`config.mk`:
```
export PLATFORM = sky130hd
export DESIGN_NAME = adder_arbiter
export DESIGN_NICKNAME = d
export VERILOG_FILES = /design/src/rtl/adder_arb_pkg.sv /design/src/rtl/adder_arbiter_adder.sv /design/src/rtl/adder_arbiter_rr_arbiter.sv /design/src/rtl/adder_arbiter.sv
export SDC_FILE = /design/constraint.sdc
export NUM_CORES = 1
export LEC_CHECK = 0
export CORE_MARGIN = 4
export CORE_UTILIZATION = 40
export CTS_CLUSTER_SIZE = 8
export DETAILED_ROUTE_END_ITERATION = 12
export PLACE_DENSITY = 0.8
export SLEW_MARGIN = 30
export SYNTH_ARGS = -nofsm -noshare
export SYNTH_HDL_FRONTEND = slang
export SYNTH_SLANG_ARGS = --single-unit
```
`constraint.sdc`:
```
create_clock -name clock -period 6.05 [get_ports clock]
set_clock_uncertainty 0.15 [all_clocks]
set_input_delay 0.605 -clock clock [delete_from_list [all_inputs] [get_ports clock]]
set_output_delay 0.605 -clock clock [all_outputs]
set_load 0.05 [all_outputs]
```
`src/rtl/adder_arb_pkg.sv`:
```
// Shared constants and types for the round-robin adder arbiter.
// The response bundle always carries flag bits; they stay zero unless ADDER_ARB_FLAGS_EN is defined.
package adder_arb_pkg;

    localparam int WIDTH_DEF = 16;
    localparam int NREQ_DEF  = 3;
    localparam int NREQ_MAX  = 8;
    localparam int ID_W_MAX  = 3;

    // Requester tag width; never narrower than one bit.
    function automatic int id_width(input int nreq);
        return (nreq <= 2) ? 1 : $clog2(nreq);
    endfunction

    typedef struct packed {
        logic cout;
        logic ovf;
        logic z;
    } flags_t;

    typedef struct packed {
        logic [ID_W_MAX-1:0]  id;
        logic [WIDTH_DEF-1:0] sum;
        flags_t               flags;
    } rsp_t;

endpackage

```
`src/rtl/adder_arbiter_adder.sv`:
```
// The single shared 16-bit adder; unsigned, wraps modulo 2^16.
module adder16 (
    input  logic [15:0] a,
    input  logic [15:0] b,
    output logic [15:0] sum
);

    assign sum = a + b;

endmodule

```
`src/rtl/adder_arbiter_rr_arbiter.sv`:
```
// Combinational round-robin picker: first asserted req at or above ptr, wrapping.
// The pointer itself lives in the parent; enable gates the one-hot grant only.
module rr_arbiter
    import adder_arb_pkg::*;
#(
    parameter int NREQ = NREQ_DEF,
    parameter int ID_W = id_width(NREQ)
) (
    input  logic [NREQ-1:0] req,
    input  logic [ID_W-1:0] ptr,
    input  logic            enable,
    output logic [NREQ-1:0] gnt,
    output logic [ID_W-1:0] gnt_idx
);

    logic found;
    int   idx;

    always_comb begin
        found   = 1'b0;
        idx     = 0;
        gnt_idx = '0;
        for (int k = 0; k < NREQ; k++) begin
            idx = (int'(ptr) + k) % NREQ;
            if (!found && req[idx]) begin
                found   = 1'b1;
                gnt_idx = ID_W'(idx);
            end
        end
        gnt = '0;
        if (enable && found) begin
            gnt[gnt_idx] = 1'b1;
        end
    end

endmodule

```
`src/rtl/adder_arbiter.sv`:
```
// Shares one 16-bit adder between NREQ requesters, round-robin, with a one-entry response register.
// Optional status flags (carry, signed overflow, zero) are enabled by defining ADDER_ARB_FLAGS_EN.
module adder_arbiter
    import adder_arb_pkg::*;
#(
    parameter int NREQ  = NREQ_DEF,
    parameter int WIDTH = WIDTH_DEF,
    parameter int ID_W  = id_width(NREQ)
) (
    input  logic                  clock,
    input  logic                  reset,
    input  logic [NREQ-1:0]       req_valid,
    output logic [NREQ-1:0]       req_ready,
    input  logic [NREQ*WIDTH-1:0] req_a,
    input  logic [NREQ*WIDTH-1:0] req_b,
    output logic                  rsp_valid,
    input  logic                  rsp_ready,
    output logic [ID_W-1:0]       rsp_id,
    output logic [WIDTH-1:0]      rsp_sum
`ifdef ADDER_ARB_FLAGS_EN
    ,
    output logic                  rsp_cout,
    output logic                  rsp_ovf,
    output logic                  rsp_z
`endif
);

    logic [WIDTH-1:0] a_arr [NREQ];
    logic [WIDTH-1:0] b_arr [NREQ];

    logic [NREQ-1:0]  gnt;
    logic [ID_W-1:0]  gnt_idx;
    logic             can_accept;
    logic             xfer;
    logic [WIDTH-1:0] op_a;
    logic [WIDTH-1:0] op_b;
    logic [WIDTH-1:0] add_sum;
    flags_t           flags_now;

    logic [ID_W-1:0]  ptr_reg;
    logic [ID_W-1:0]  ptr_next;
    logic             rsp_valid_reg;
    logic             rsp_valid_next;
    rsp_t             rsp_reg;
    rsp_t             rsp_next;

    for (genvar gi = 0; gi < NREQ; gi++) begin : g_unpack
        assign a_arr[gi] = req_a[gi*WIDTH +: WIDTH];
        assign b_arr[gi] = req_b[gi*WIDTH +: WIDTH];
    end

    // A full register that is being popped this cycle can take a new result.
    assign can_accept = !rsp_valid_reg || rsp_ready;

    rr_arbiter #(
        .NREQ (NREQ),
        .ID_W (ID_W)
    ) u_rr (
        .req     (req_valid),
        .ptr     (ptr_reg),
        .enable  (can_accept && reset),
        .gnt     (gnt),
        .gnt_idx (gnt_idx)
    );

    assign req_ready = gnt;
    assign xfer      = |gnt;
    assign op_a      = a_arr[gnt_idx];
    assign op_b      = b_arr[gnt_idx];

    adder16 u_adder (
        .a   (op_a),
        .b   (op_b),
        .sum (add_sum)
    );

`ifdef ADDER_ARB_FLAGS_EN
    // Carry recovered from the MSBs: a carry into bit 15 shows up as an inverted sum bit.
    always_comb begin
        flags_now.cout = (op_a[WIDTH-1] & op_b[WIDTH-1])
                       | ((op_a[WIDTH-1] | op_b[WIDTH-1]) & ~add_sum[WIDTH-1]);
        flags_now.ovf  = (op_a[WIDTH-1] == op_b[WIDTH-1]) && (add_sum[WIDTH-1] != op_a[WIDTH-1]);
        flags_now.z    = (add_sum == '0);
    end

    assign rsp_cout = rsp_reg.flags.cout;
    assign rsp_ovf  = rsp_reg.flags.ovf;
    assign rsp_z    = rsp_reg.flags.z;
`else
    assign flags_now = '0;
`endif

    always_comb begin
        ptr_next       = ptr_reg;
        rsp_valid_next = rsp_valid_reg;
        rsp_next       = rsp_reg;
        if (xfer) begin
            rsp_valid_next = 1'b1;
            rsp_next.id    = ID_W_MAX'(gnt_idx);
            rsp_next.sum   = add_sum;
            rsp_next.flags = flags_now;
            ptr_next       = (gnt_idx == ID_W'(NREQ - 1)) ? '0 : gnt_idx + 1'b1;
        end else if (rsp_ready) begin
            rsp_valid_next = 1'b0;
        end
    end

    always_ff @(posedge clock or negedge reset) begin
        if (!reset) begin
            ptr_reg       <= '0;
            rsp_valid_reg <= 1'b0;
            rsp_reg       <= '0;
        end else begin
            ptr_reg       <= ptr_next;
            rsp_valid_reg <= rsp_valid_next;
            rsp_reg       <= rsp_next;
        end
    end

    assign rsp_valid = rsp_valid_reg;
    assign rsp_id    = rsp_reg.id[ID_W-1:0];
    assign rsp_sum   = rsp_reg.sum;

    // Tag bits above ID_W (and flags in the base build) are intentionally unread.
    logic unused_rsp_bits;
    assign unused_rsp_bits = ^{rsp_reg.id, rsp_reg.flags};

endmodule

```
# ---- Word level (Yosys, flattened, before mapping)
# Cells that the tools add are included.
dict set report word_totals {
  elab_cells 57
  in_bits 102
  regBits 21
}
dict set report classes {
  n_reduce_logical 11
  bitwise 1
  addsub 4
  order_cmp 6
  div_mod_pow 3
  n_eq_ne 1
  muxes 27
}
# op count
set ops {}
lappend ops {{$lt A32 B4 Y1 const B} 3}
lappend ops {{$bmux W16 S2} 2}
lappend ops {{$mod A32 B3 Y32 const B} 2}
lappend ops {{$mux W16} 4}
lappend ops {{$mod A3 B3 Y32 const B} 1}
lappend ops {{$add A16 B16 Y16} 1}
lappend ops {{$mux W1} 12}
lappend ops {{$mux W2} 4}
lappend ops {{$bmux W1 S2} 3}
lappend ops {{$logic_and A1 B1 Y1} 5}
lappend ops {{$add A2 B1 Y3 const B} 1}
lappend ops {{$add A2 B2 Y3 const B} 1}
lappend ops {{$ge A3 B3 Y1 const B} 1}
lappend ops {{$logic_not A1 Y1} 3}
lappend ops {{$lt A2 B3 Y1 const B} 1}
lappend ops {{$mux W3} 1}
lappend ops {{$not A2 Y3} 1}
lappend ops {{$reduce_or A3 Y1} 1}
lappend ops {{$add A2 B1 Y2 const B} 1}
lappend ops {{$demux W1 S2} 1}
lappend ops {{$eq A2 B2 Y1 const B} 1}
lappend ops {{$ge A2 B1 Y1 const B} 1}
lappend ops {{$reduce_bool A2 Y1} 1}
lappend ops {{$logic_or A1 B1 Y1} 1}

# ---- Logic depth before layout (Yosys ltp)
dict set report depth {
  word_depth 18
  ltp_mapped 19
  mapped_depth_nobuf 16
}

# ---- Modules after synthesis
# Synthesis repeated with hierarchy kept, for this count alone.
dict set report hier_totals {
  cells_unflattened 269
  hier_area_um2 2725.1
}
# mod area_per_inst_um2 cells_per_inst n_inst
set by_module_without_submodules {}
lappend by_module_without_submodules {adder_arbiter 1597.8 125 1}
lappend by_module_without_submodules {adder16 853.3 107 1}
lappend by_module_without_submodules {rr_arbiter 274.0 37 1}

# ---- Worst setup path before layout
# OpenSTA, ideal clock, no wires.
dict set report synth_path {
  kind {reg-to-reg}
  from {register ptr_reg[0]}
  to {register rsp_reg, in the netlist rsp_sum[12]}
  n_path_buf 2
  synth_period_minus_slack_ns 4.100
  t_arrival_ns 3.826
  path_stages_with_launch 18
  setup_time_ns 0.125
  slack_ns 1.950
  path_cell_list {dfrtp_1 -> inv_1 -> ha_1 -> mux2i_1 -> o221ai_2 -> o2bb2ai_2 -> buf_6 -> buf_6 -> mux2i_1 -> o21ai_0 -> ha_1 -> fa_1 -> a21o_1 -> a311oi_1 -> o31ai_2 -> a31oi_1 -> xnor2_1 -> mux2_2}
}
dict set report synth_via {
  elab_chain_cells 17
}
# item line_no
set synth_rtl {}
lappend synth_rtl {{start, declared} adder_arbiter.sv:40} ;# logic [ID_W-1:0] ptr_reg;
lappend synth_rtl {{start signal, assigned} adder_arbiter.sv:114} ;# ptr_reg <= ptr_next;
lappend synth_rtl {{branches (longest 17 deep; another with $mod A32 B3 Y32)} -}
lappend synth_rtl {{end signal, assigned} adder_arbiter.sv:116} ;# rsp_reg <= rsp_next;
lappend synth_rtl {{end, declared} adder_arbiter.sv:44} ;# rsp_t rsp_reg;
# Several ways; the timed one is not identified. The select of a mux whose other input is x is not followed.
# A chain may end at the register's enable or synchronous reset.

# ---- Final worst setup path
# Ends and elaborated chain as after synthesis.

==> key figures <==
Setup path
  • Critical path's largest stage delay: 0.50 ns
  • Crit path cell chain: inv_1, ha_1, nand2b_1, or2_1, o2bb2ai_4, buf_4, mux2i_1, o21ai_0, fa_1, a21o_1, a311oi_1, o31ai_2, a31oi_1, xnor2_1, mux2_2
  • Crit path buffers/inverters: 2
  • Critical-path top delay cell: sky130_fd_sc_hd__fa_1
  • Data required time of the critical path: 6.04 ns
  • Kind of end point of the critical path: flop
  • Maximum fanout along the worst path: 25
  • CP arrival: 4.84 ns
  • Cell family with the largest share of critical-path delay: compound AO/OA/AOI/OAI gates
  • Setup Crit Path Kind: flop to flop
  • Kind of start point of the critical path: flop

Routing
  • Antenna-violating nets left: 0
  • Number of DRC violations after detailed-routing iteration 0: 133
  • Routed len/inst: 16.45 um
  • Total number of vias: 2535
  • DR DRC count: 0
  • Routed via count divided by cell count: 5.303
  • Router iterations before antenna repair: 4
  • Wire length reported by the detailed router: 7861 um

Place
  • DP HPWL: 6560 um
  • Placer Congestion: 0.8478
  • Count of buffers from port buffering: 123

GRT
  • Global-route wire length before repair: 12240 um
  • Total Routing Usage GR: 19.88%
  • Sum of overflow across all layers after global routing: 0
  • Largest net degree at the start of global routing: 34
  • Via count of the first global-routing pass: 2496
  • Initial antenna violation count: 0

Synthesis
  • Adder and majority gate portion of the synthesized area: 10.40%
  • Cell count after synthesis: 286
  • Share of the synthesized area in the top cell type: 21.20%
  • Largest family of logic cells by synthesized area: compound AO/OA/AOI/OAI gates
  • Number of synthesized flops with an enable pin: 0
  • Dominant cell type by area after synthesis: sky130_fd_sc_hd__dfrtp_1
  • Async S/R FF share, synth: 100.0%
  • Synth Net Count: 408
  • Post-synthesis share of cell area spent on and, or, nand and nor gates: 14.69%
  • Avg Inst Size Synth: 8.667 um2
  • Number of distinct standard cells referenced by the synthesized netlist: 53
  • Proportion of synthesized area in mux cells: 18.32%
  • Top_reg_cell synth: sky130_fd_sc_hd__dfrtp_1
  • Post-synth design cell area: 0.002479 mm2
  • Post-synthesis register bit count: 21
  • Xor/xnor share of the synthesized area: 4.947%
  • Post-synthesis sequential area ratio: 21.20%
  • Yosys warns: 0
  • Area contributors post-synth: sky130_fd_sc_hd__dfrtp_1 (21%), sky130_fd_sc_hd__mux2i_1 (13%), sky130_fd_sc_hd__ha_1 (9.6%), sky130_fd_sc_hd__o21ai_0 (6.9%), sky130_fd_sc_hd__nand2_1 (5.8%)
  • Synth Area in Compound Gates: 24.68%

CTS
  • Worst skew pair latency: 0.25 ns
  • CTS max path bufs: 2
  • Post-CTS sizing: 0
  • Number of buffers inserted by hold repair at cts: 0
  • Post-CTS repair timing setup buffer count: 0
  • CTS root buffer: sky130_fd_sc_hd__clkbuf_8
  • Number of clock sinks: 21
  • CTS buffer count: 3
  • Clock transition at the registers of the reported paths: 0.07 ns
  • CTS tree: yes
  • Total number of H-tree levels: 1

STA
  • Total negative slack: 0 ns
  • Measured slew at the worst slew-check pin: 0.7151 ns
  • Final-report hold violation count: 0
  • Worst hold slack across all endpoints: 0.3443 ns
  • Count of pins over their slew limit: 0
  • Max Fclk: 206.3 MHz
  • Unrepaired setup endpoints after global routing: no
  • Final setup fails: 0
  • Final critical path time including I/O delays and setup: 4.847 ns
  • Part of the cycle the worst path needs: 80.12%
  • Max-Slew Margin vs Limit: 52.33%

Cells and area
  • Total area of multi-input combinational cells: 0.001823 mm2
  • Synthesis-to-layout area growth: 52.75%
  • Fraction of layout instances using a drive strength above 1: 6.203%
  • Combined flip-flop and latch cell area: 525.5 um2
  • Flip-flop count of the largest register, all copies and words added: 16
  • Nets@finish: 526
  • # diodes: 0
  • Filler cells: 515

Die
  • Row Count: 28
  • Area of the die: 0.007520 mm2
  • Core area: 0.005956 mm2
  • Die Span Y: 86.72 um
  • Top-level port count: 124
  • Initial core utilization: 41.62%
  • X dimension of the die: 86.72 um

Hold path
  • Worst min path class: flop to flop

Outcome
  • Result of the run: completed

Job
  • Number of violations of the max-capacitance limit: 0
[synth_stat cells (2+ instances only)]
| cell | n |
|---|---|
| sky130_fd_sc_hd__a21o_1 | 4 |
| sky130_fd_sc_hd__a21oi_1 | 18 |
| sky130_fd_sc_hd__a31o_2 | 2 |
| sky130_fd_sc_hd__a31oi_1 | 3 |
| sky130_fd_sc_hd__and2_1 | 2 |
| sky130_fd_sc_hd__and3_1 | 2 |
| sky130_fd_sc_hd__buf_2 | 3 |
| sky130_fd_sc_hd__buf_6 | 6 |
| sky130_fd_sc_hd__clkbuf_1 | 4 |
| sky130_fd_sc_hd__dfrtp_1 | 21 |
| sky130_fd_sc_hd__ha_1 | 19 |
| sky130_fd_sc_hd__inv_1 | 9 |
| sky130_fd_sc_hd__mux2_1 | 8 |
| sky130_fd_sc_hd__mux2_2 | 3 |
| sky130_fd_sc_hd__mux2i_1 | 33 |
| sky130_fd_sc_hd__nand2_1 | 38 |
| sky130_fd_sc_hd__nand2b_1 | 5 |
| sky130_fd_sc_hd__nand3b_1 | 3 |
| sky130_fd_sc_hd__nor2_1 | 10 |
| sky130_fd_sc_hd__nor2b_1 | 2 |
| sky130_fd_sc_hd__nor4_1 | 3 |
| sky130_fd_sc_hd__o21a_1 | 6 |
| sky130_fd_sc_hd__o21ai_0 | 34 |
| sky130_fd_sc_hd__o21ai_1 | 3 |
| sky130_fd_sc_hd__o221ai_2 | 2 |
| sky130_fd_sc_hd__o22ai_1 | 2 |
| sky130_fd_sc_hd__or2_1 | 3 |
| sky130_fd_sc_hd__xnor2_1 | 12 |
| sky130_fd_sc_hd__xor2_1 | 2 |
[worst reg2reg max path, stage by stage (launching register included)]
cell and delay (ns):
sky130_fd_sc_hd__dfrtp_1 0.39, sky130_fd_sc_hd__inv_1 0.10, sky130_fd_sc_hd__ha_1 0.39, sky130_fd_sc_hd__nand2b_1 0.17
sky130_fd_sc_hd__or2_1 0.28, sky130_fd_sc_hd__o2bb2ai_4 0.47, sky130_fd_sc_hd__buf_4 0.47, sky130_fd_sc_hd__mux2i_1 0.24
sky130_fd_sc_hd__o21ai_0 0.15, sky130_fd_sc_hd__fa_1 0.50, sky130_fd_sc_hd__a21o_1 0.23, sky130_fd_sc_hd__a311oi_1 0.44
sky130_fd_sc_hd__o31ai_2 0.16, sky130_fd_sc_hd__a31oi_1 0.24, sky130_fd_sc_hd__xnor2_1 0.10, sky130_fd_sc_hd__mux2_2 0.27
[per-layer routing]
layer  vias up  track usage, %  share of wire, %
li1       1274               -                 -
met1      1163           28.19                46
met2        96           32.75                45
met3         2           3.042               7.8
met4         0           2.550              0.31
met5         -               0                 0
[cell families after synthesis]
kind of cell	Yosys count
simple gates	74
xor+xnor	14
fa+ha+maj	20
compound gates	89
flops	21
mux	44
buf+inv	24
[placed cells by master (no fill, tap or decap), types with 4 or more instances in the layout]
| cell type | n |
|---|---|
| sky130_fd_sc_hd__clkdlybuf4s50_1 | 123 |
| sky130_fd_sc_hd__nand2_1 | 38 |
| sky130_fd_sc_hd__o21ai_0 | 34 |
| sky130_fd_sc_hd__mux2i_1 | 33 |
| sky130_fd_sc_hd__dfrtp_1 | 21 |
| sky130_fd_sc_hd__ha_1 | 19 |
| sky130_fd_sc_hd__a21oi_1 | 18 |
| sky130_fd_sc_hd__xnor2_1 | 12 |
| sky130_fd_sc_hd__nor2_1 | 10 |
| sky130_fd_sc_hd__inv_1 | 9 |
| sky130_fd_sc_hd__mux2_1 | 8 |
| sky130_fd_sc_hd__o21a_1 | 6 |
| sky130_fd_sc_hd__nand2b_1 | 5 |
| sky130_fd_sc_hd__a21o_1 | 4 |
| sky130_fd_sc_hd__buf_4 | 4 |
[worst paths after layout]
check | slack [ns] | cells after the start | end | from
min in group asynchronous | 0.56 | 2 | rsp_sum[3] | reset
hold / removal | 0.34 | 1 | rsp_sum[3] | rsp_sum[3]
setup reg to reg | 1.20 | 15 | rsp_sum[12] | ptr_reg[0]
setup / recovery | 1.20 | 15 | rsp_sum[12] | ptr_reg[0]
max in group asynchronous | 4.97 | 2 | rsp_sum[10] | reset
hold reg to reg | 0.34 | 1 | rsp_sum[3] | rsp_sum[3]
[final cells by class]
cell class,count,share of cell area (%)
Tap cell,75,2.479
Clock buffer,4,1.190
Sequential cell,21,13.88
Timing Repair Buffer,127,33.31
Inverter,10,0.9914
Multi-Input combinational cell,241,48.15
[through the flow]
step | instance area [um2] | cells | utilization [%] | worst slack [ns]
3_3_place_gp | 3741 | 474 | 62.82 | 1.241
6_report | 3786 | 478 | 63.57 | 1.203
3_5_place_dp | 3741 | 474 | 62.82 | 1.009
4_1_cts | 3786 | 478 | 63.57 | 1.248
5_1_grt | 3786 | 478 | 63.57 | 0.9101
2_1_floorplan | 2479 | 286 | - | 1.950
Power is not shown: default switching activity piles up to over one toggle a cycle in this logic, so the estimate is an artifact.
